[config.mk]
export PLATFORM = sky130hd
export DESIGN_NAME = dcache_wb
export DESIGN_NICKNAME = d
export VERILOG_FILES = /design/src/rtl/dcache_pkg.sv /design/src/rtl/dcache_line_array.sv /design/src/rtl/dcache_wb.sv
export SDC_FILE = /design/constraint.sdc
export NUM_CORES = 2
export LEC_CHECK = 0
export CAP_MARGIN = 20
export CORE_MARGIN = 2
export CORE_UTILIZATION = 41
export DETAILED_ROUTE_END_ITERATION = 6
export GPL_TIMING_DRIVEN = 0
export PLACE_DENSITY = 0.54
export SLEW_MARGIN = 40
export SYNTH_ARGS = -nofsm -noshare
export SYNTH_HDL_FRONTEND = slang
export SYNTH_HIERARCHICAL = 1
export SYNTH_SLANG_ARGS = --single-unit
[constraint.sdc]
create_clock -name clk -period 13.9 [get_ports clk]
set_input_delay 2.085 -clock clk [delete_from_list [all_inputs] [get_ports clk]]
set_output_delay 2.085 -clock clk [all_outputs]
set_load 0.1 [all_outputs]
[src/rtl/dcache_pkg.sv]
// Shared state encoding and address-field constants for the direct-mapped write-back D-cache.
// Module parameters override the defaults below; field LSBs are fixed by the core's address layout.
package dcache_pkg;
  typedef enum logic [1:0] {
    IDLE      = 2'd0,
    WRITEBACK = 2'd1,
    ALLOCATE  = 2'd2
  } state_t;

  localparam int NUM_BLOCKS_DEF = 8;
  localparam int ADDR_W_DEF     = 30;
  localparam int WORD_LSB       = 0;
  localparam int INDEX_LSB      = 2;
  localparam int INDEX_W        = $clog2(NUM_BLOCKS_DEF);
  localparam int TAG_W          = ADDR_W_DEF - 2 - INDEX_W;
  localparam int BLOCK_W        = 128;
endpackage

[src/rtl/dcache_line_array.sv]
// Line storage: valid/dirty/tag/data, one async read port, a full-line refill port and a word store port.
// Writes land on the rising edge; reads are combinational; no backpressure.
module dcache_line_array
  import dcache_pkg::*;
#(
  parameter int NUM_BLOCKS = NUM_BLOCKS_DEF,
  parameter int TW         = TAG_W,
  parameter int IW         = $clog2(NUM_BLOCKS)
) (
  input  logic               clk,
  input  logic               rst_n,
  input  logic [IW-1:0]      rd_idx,
  output logic               rd_valid,
  output logic               rd_dirty,
  output logic [TW-1:0]      rd_tag,
  output logic [BLOCK_W-1:0] rd_data,
  input  logic               fill_en,
  input  logic [IW-1:0]      fill_idx,
  input  logic [TW-1:0]      fill_tag,
  input  logic [BLOCK_W-1:0] fill_data,
  input  logic               wr_en,
  input  logic [IW-1:0]      wr_idx,
  input  logic [1:0]         wr_word,
  input  logic [31:0]        wr_data,
  input  logic               clean_en,
  input  logic [IW-1:0]      clean_idx
);
  logic [NUM_BLOCKS-1:0] valid;
  logic [NUM_BLOCKS-1:0] dirty;
  logic [TW-1:0]         tag  [NUM_BLOCKS];
  logic [BLOCK_W-1:0]    data [NUM_BLOCKS];

  always_ff @(posedge clk or negedge rst_n) begin
    if (!rst_n) begin
      valid <= '0;
      dirty <= '0;
      for (int i = 0; i < NUM_BLOCKS; i++) begin
        tag[i]  <= '0;
        data[i] <= '0;
      end
    end else begin
      if (fill_en) begin
        valid[fill_idx] <= 1'b1;
        dirty[fill_idx] <= 1'b0;
        tag[fill_idx]   <= fill_tag;
        data[fill_idx]  <= fill_data;
      end
      if (clean_en)
        dirty[clean_idx] <= 1'b0;
      // Word store marks the line dirty; refill and store never coincide in the FSM.
      if (wr_en) begin
        data[wr_idx][{wr_word, 5'd0} +: 32] <= wr_data;
        dirty[wr_idx]                       <= 1'b1;
      end
    end
  end

  assign rd_valid = valid[rd_idx];
  assign rd_dirty = dirty[rd_idx];
  assign rd_tag   = tag[rd_idx];
  assign rd_data  = data[rd_idx];
endmodule

[src/rtl/dcache_wb.sv]
// Direct-mapped write-back/write-allocate D-cache: hits serve in 0 cycles, misses stall through writeback+refill.
// Core is stalled for the whole miss; memory side waits on a one-cycle mem_ready pulse per block transfer.
module dcache_wb
  import dcache_pkg::*;
#(
  parameter int NUM_BLOCKS = NUM_BLOCKS_DEF,
  parameter int ADDR_W     = ADDR_W_DEF
) (
  input  logic               clk,
  input  logic               rst_n,
  input  logic               proc_read,
  input  logic               proc_write,
  input  logic [ADDR_W-1:0]  proc_addr,
  input  logic [31:0]        proc_wdata,
  output logic               proc_stall,
  output logic [31:0]        proc_rdata,
  output logic               mem_read,
  output logic               mem_write,
  output logic [ADDR_W-3:0]  mem_addr,
  output logic [BLOCK_W-1:0] mem_wdata,
  input  logic [BLOCK_W-1:0] mem_rdata,
  input  logic               mem_ready
);
  localparam int IW = $clog2(NUM_BLOCKS);
  localparam int TW = ADDR_W - 2 - IW;

  state_t              state, state_nxt;
  logic [ADDR_W-3:0]   miss_blk;
  logic                miss_start;
  logic                req, hit;
  logic [IW-1:0]       req_idx, cur_idx;
  logic [1:0]          req_word;
  logic                rd_valid, rd_dirty;
  logic [TW-1:0]       rd_tag;
  logic [BLOCK_W-1:0]  rd_data;
  logic                fill_en, wr_en, clean_en;

  assign req      = proc_read | proc_write;
  assign req_idx  = proc_addr[INDEX_LSB +: IW];
  assign req_word = proc_addr[WORD_LSB +: 2];
  // Outside IDLE the line is addressed from the latched miss block, so a withdrawn request cannot redirect it.
  assign cur_idx  = (state == IDLE) ? req_idx : miss_blk[IW-1:0];
  assign hit      = req & rd_valid & (rd_tag == proc_addr[ADDR_W-1 -: TW]);

  dcache_line_array #(.NUM_BLOCKS(NUM_BLOCKS), .TW(TW), .IW(IW)) u_lines (
    .clk       (clk),
    .rst_n     (rst_n),
    .rd_idx    (cur_idx),
    .rd_valid  (rd_valid),
    .rd_dirty  (rd_dirty),
    .rd_tag    (rd_tag),
    .rd_data   (rd_data),
    .fill_en   (fill_en),
    .fill_idx  (miss_blk[IW-1:0]),
    .fill_tag  (miss_blk[ADDR_W-3 -: TW]),
    .fill_data (mem_rdata),
    .wr_en     (wr_en),
    .wr_idx    (req_idx),
    .wr_word   (req_word),
    .wr_data   (proc_wdata),
    .clean_en  (clean_en),
    .clean_idx (miss_blk[IW-1:0])
  );

  always_ff @(posedge clk or negedge rst_n) begin
    if (!rst_n) begin
      state    <= IDLE;
      miss_blk <= '0;
    end else begin
      state <= state_nxt;
      if (miss_start)
        miss_blk <= proc_addr[ADDR_W-1:2];
    end
  end

  always_comb begin
    state_nxt  = state;
    proc_stall = 1'b0;
    proc_rdata = '0;
    mem_read   = 1'b0;
    mem_write  = 1'b0;
    mem_addr   = '0;
    mem_wdata  = '0;
    fill_en    = 1'b0;
    wr_en      = 1'b0;
    clean_en   = 1'b0;
    miss_start = 1'b0;
    case (state)
      IDLE: begin
        if (req) begin
          if (hit) begin
            // Simultaneous read+write is treated as a write.
            if (proc_write) wr_en = 1'b1;
            else            proc_rdata = rd_data[{req_word, 5'd0} +: 32];
          end else begin
            proc_stall = 1'b1;
            miss_start = 1'b1;
            state_nxt  = (rd_valid & rd_dirty) ? WRITEBACK : ALLOCATE;
          end
        end
      end
      WRITEBACK: begin
        proc_stall = 1'b1;
        mem_write  = 1'b1;
        mem_addr   = {rd_tag, cur_idx};
        mem_wdata  = rd_data;
        if (mem_ready) begin
          clean_en  = 1'b1;
          state_nxt = ALLOCATE;
        end
      end
      ALLOCATE: begin
        proc_stall = 1'b1;
        mem_read   = 1'b1;
        mem_addr   = miss_blk;
        if (mem_ready) begin
          fill_en   = 1'b1;
          state_nxt = IDLE;
        end
      end
      default: state_nxt = IDLE;
    endcase
  end
endmodule
==> results.py <==
metrics = {
    "floorplanning": {
        "dieArea_um2": 171700,
        "rows": 150,
        "initial_utilization_pct": 41.28,
        "die_x_um": 414.3,
        "dieHeight_um": 414.3,
        "core-area_um2": 167200,
        "io-pin-count": 386,
    },
    "status": {
        "status": "finished, final reports clean",
    },
    "clock_tree": {
        "ctsRootBufferMaster": "clkbuf_16",
        "cts_tree": "built",
        "cts_resized": 0,
        "post-cts-setup-buffers": 0,
        "clk_latency_ns": 0.78,
        "cts.sinks": 1270,
        "postCtsHoldBufs": 0,
        "clock_path_buffers": 3,
        "clkSlewWorstSetupHoldPaths_ns": 0.06,
        "htree_levels": 4,
        "cts_buffers": 148,
    },
    "min_path": {
        "min_path_type": "register to register",
    },
    "synthesis": {
        "mappedNetlistArea_um2": 69020,
        "synth_fp_nets": 5301,
        "yosys_register_bits": 1270,
        "synth_top_area_share_pct": 46.04,
        "synth_flop_cell": "dfrtp_1",
        "synth.distinct_cells": 54,
        "netlist_top_cells_area": "dfrtp_1, mux2i_1, mux4_2",
        "yosysMostFrequentCell": "mux2i_1",
        "ys_seq_area_share_pct": 46.04,
        "synth_edf_count": 0,
        "yosysTopAreaCell": "dfrtp_1",
        "ys.warnings.count": 6,
        "synth_common_cells": "mux2i_1, dfrtp_1, mux2_2, mux4_2, o22ai_1",
        "async_flop_share_pct": 100.0,
        "synthCells": 5097,
        "syn_avg_cell_area_um2": 13.54,
    },
    "grt": {
        "grt-ovfl-total": 0,
        "grt_max_degree": 106,
        "grt_pass1_wl_mm": 389.6,
        "antenna_found_initial": 88,
        "track_usage_pct": 31.84,
        "grt_pass1_vias": 49310,
    },
    "sta": {
        "setup_violations": 0,
        "max_freq_mhz": 91.97,
        "finalHoldViolCount": 0,
        "holdWs_ns": 0.4664,
        "final.setup.tns_ns": 0,
        "clock_skew_ns": 0.02966,
        "drv_slew": 0,
        "rsz0062_at_grt": "false",
        "min_period_over_period_pct": 78.22,
        "worst_pin_slew_ns": 0.9666,
        "finalCriticalPeriod_ns": 10.87,
        "slew-limit-headroom_pct": 35.56,
    },
    "placed_design": {
        "hpwlAfterDp_mm": 194.6,
        "globalplace.congestion": 0.9010,
        "port_buffers": 257,
    },
    "critical_path": {
        "worst_setup_path_start_kind": "input pin",
        "path_cells": "clkdlybuf4s50_1 > mux2_2 > clkbuf_1 > buf_2 > buf_2 > mux4_2 > mux2_2 > xor2_1 > nor4_1 > nand4_1 > or3_4 > buf_6 > nor2b_1 > buf_2",
        "cp_num_buf_inv": 6,
        "required_ns": 11.81,
        "cp.arrival_ns": 8.79,
        "critPathMaxStageDelay_ns": 1.08,
        "worstSetupPathType": "input pin to primary output",
        "critPathMostFrequentCell": "buf_2",
        "cp_max_fo": 10,
        "critPathTopFamily": "buffers and inverters",
        "crit_path_end_kind": "primary output",
        "slowest_stage": "clkdlybuf4s50_1",
    },
    "layout": {
        "drive_gt1_share_pct": 27.38,
        "final_core_util_pct": 47.27,
        "final_nets": 5731,
        "area_delta_synth_final_pct": 14.51,
    },
    "routing": {
        "drt_iter0_drc": 4643,
        "drt_wl_total_mm": 277.4,
        "num_vias": 48060,
        "viasPerCell": 6.086,
        "first_pass_iters": 5,
        "antenna_left": 0,
        "wl_per_cell_um": 35.13,
        "post-route-drc-count": 0,
    },
    "pwr": {
        "cellPowerDensity_nw_per_um2": 244.0,
        "leakage_nw": 35.45,
        "ir_worst_vdd_v": 0.0001457,
    },
    "flow_run": {
        "cap_violations": 0,
    },
}
-- final cells by class --
type | count | area, µm²
well taps | 2204 | 2758
repair buffers | 280 | 2123
fillers | 15040 | 88180
multi-input cells | 3279 | 34640
flip-flops and latches | 1270 | 31780
inverters | 9 | 33.78
clock buffers | 223 | 4451
diodes | 50 | 125.1
plain buffers | 539 | 2626
clock inverters | 43 | 505.5
-- flip-flops by register name, summed over array words and instances, names as in the netlist --
| signal | flops |
|---|---|
| state | 2 |
| u_lines/dirty | 8 |
| miss_blk | 28 |
| u_lines/valid | 8 |
| u_lines/tag | 200 |
| u_lines/data | 1024 |
-- placed cells by master, fill, tap and decap left out, types with 33 or more instances in the layout --
master / count
clkbuf_8: 38
clkdlybuf4s50_1: 45
and2_1: 131
nor2b_1: 33
o22ai_1: 247
dfrtp_1: 1270
nand2_1: 136
mux2_2: 386
clkbuf_2: 33
nor2_1: 45
buf_4: 53
mux2i_1: 1802
buf_2: 438
clkbuf_1: 239
mux4_2: 342
clkbuf_16: 152
diode_2: 50
-- per-stage QoR --
stage	cells	instance area, µm²	total power (W)	worst slack [ns]
global placement	7558	74360	0.01506	-51.56
detailed placement	7581	73940	0.01513	3.196
floorplan	5097	69030	0.01173	5.596
finish	7897	79040	0.01928	3.027
CTS	7847	78900	0.01919	3.169
global route	7882	79000	0.01999	3.104
-- routing by layer --
layer  routed length (µm)  vias to the layer above  part of all wire, %  global-route usage [%]
met2               127300                     1902                   46                   49.05
li1                     -                    19960                    -                       -
met5                  219                        -                0.079                       0
met3                18440                      560                  6.6                   6.684
met4                16830                       32                  6.1                   17.71
met1               114600                    25610                   41                   41.93
-- where the power goes --
group          internal (W)  switching, W
sequential          0.00544      0.000991
clock               0.00236       0.00166
combinational       0.00381       0.00502
-- worst paths after layout --
| kind | startpoint | end | slack, ns | cells after the start |
|---|---|---|---|---|
| min in group asynchronous | rst_n | u_lines/tag[132]$_DFFE_PN0P_ | 1.14 | 1 |
| setup / recovery | proc_addr[2] | proc_rdata[4] | 3.03 | 14 |
| hold / removal | u_lines/valid[6]$_DFFE_PN0P_ | u_lines/valid[6]$_DFFE_PN0P_ | 0.47 | 1 |
| max in group asynchronous | rst_n | u_lines/data[203]$_DFF_PN0_ | 10.58 | 5 |
| hold reg to reg | u_lines/valid[6]$_DFFE_PN0P_ | u_lines/valid[6]$_DFFE_PN0P_ | 0.47 | 1 |
| setup reg to reg | state[0]$_DFFE_PN0P_ | u_lines/data[527]$_DFF_PN0_ | 6.40 | 19 |
-- cell families after synthesis --
group / share of synthesized area, %
mux: 43.59
flops: 46.04
buf+inv: 3.790
simple gates: 3.326
compound gates: 2.773
xor+xnor: 0.3172
fa+ha+maj: 0.1631
No activity file was read; power rests on OpenSTA's default activity.
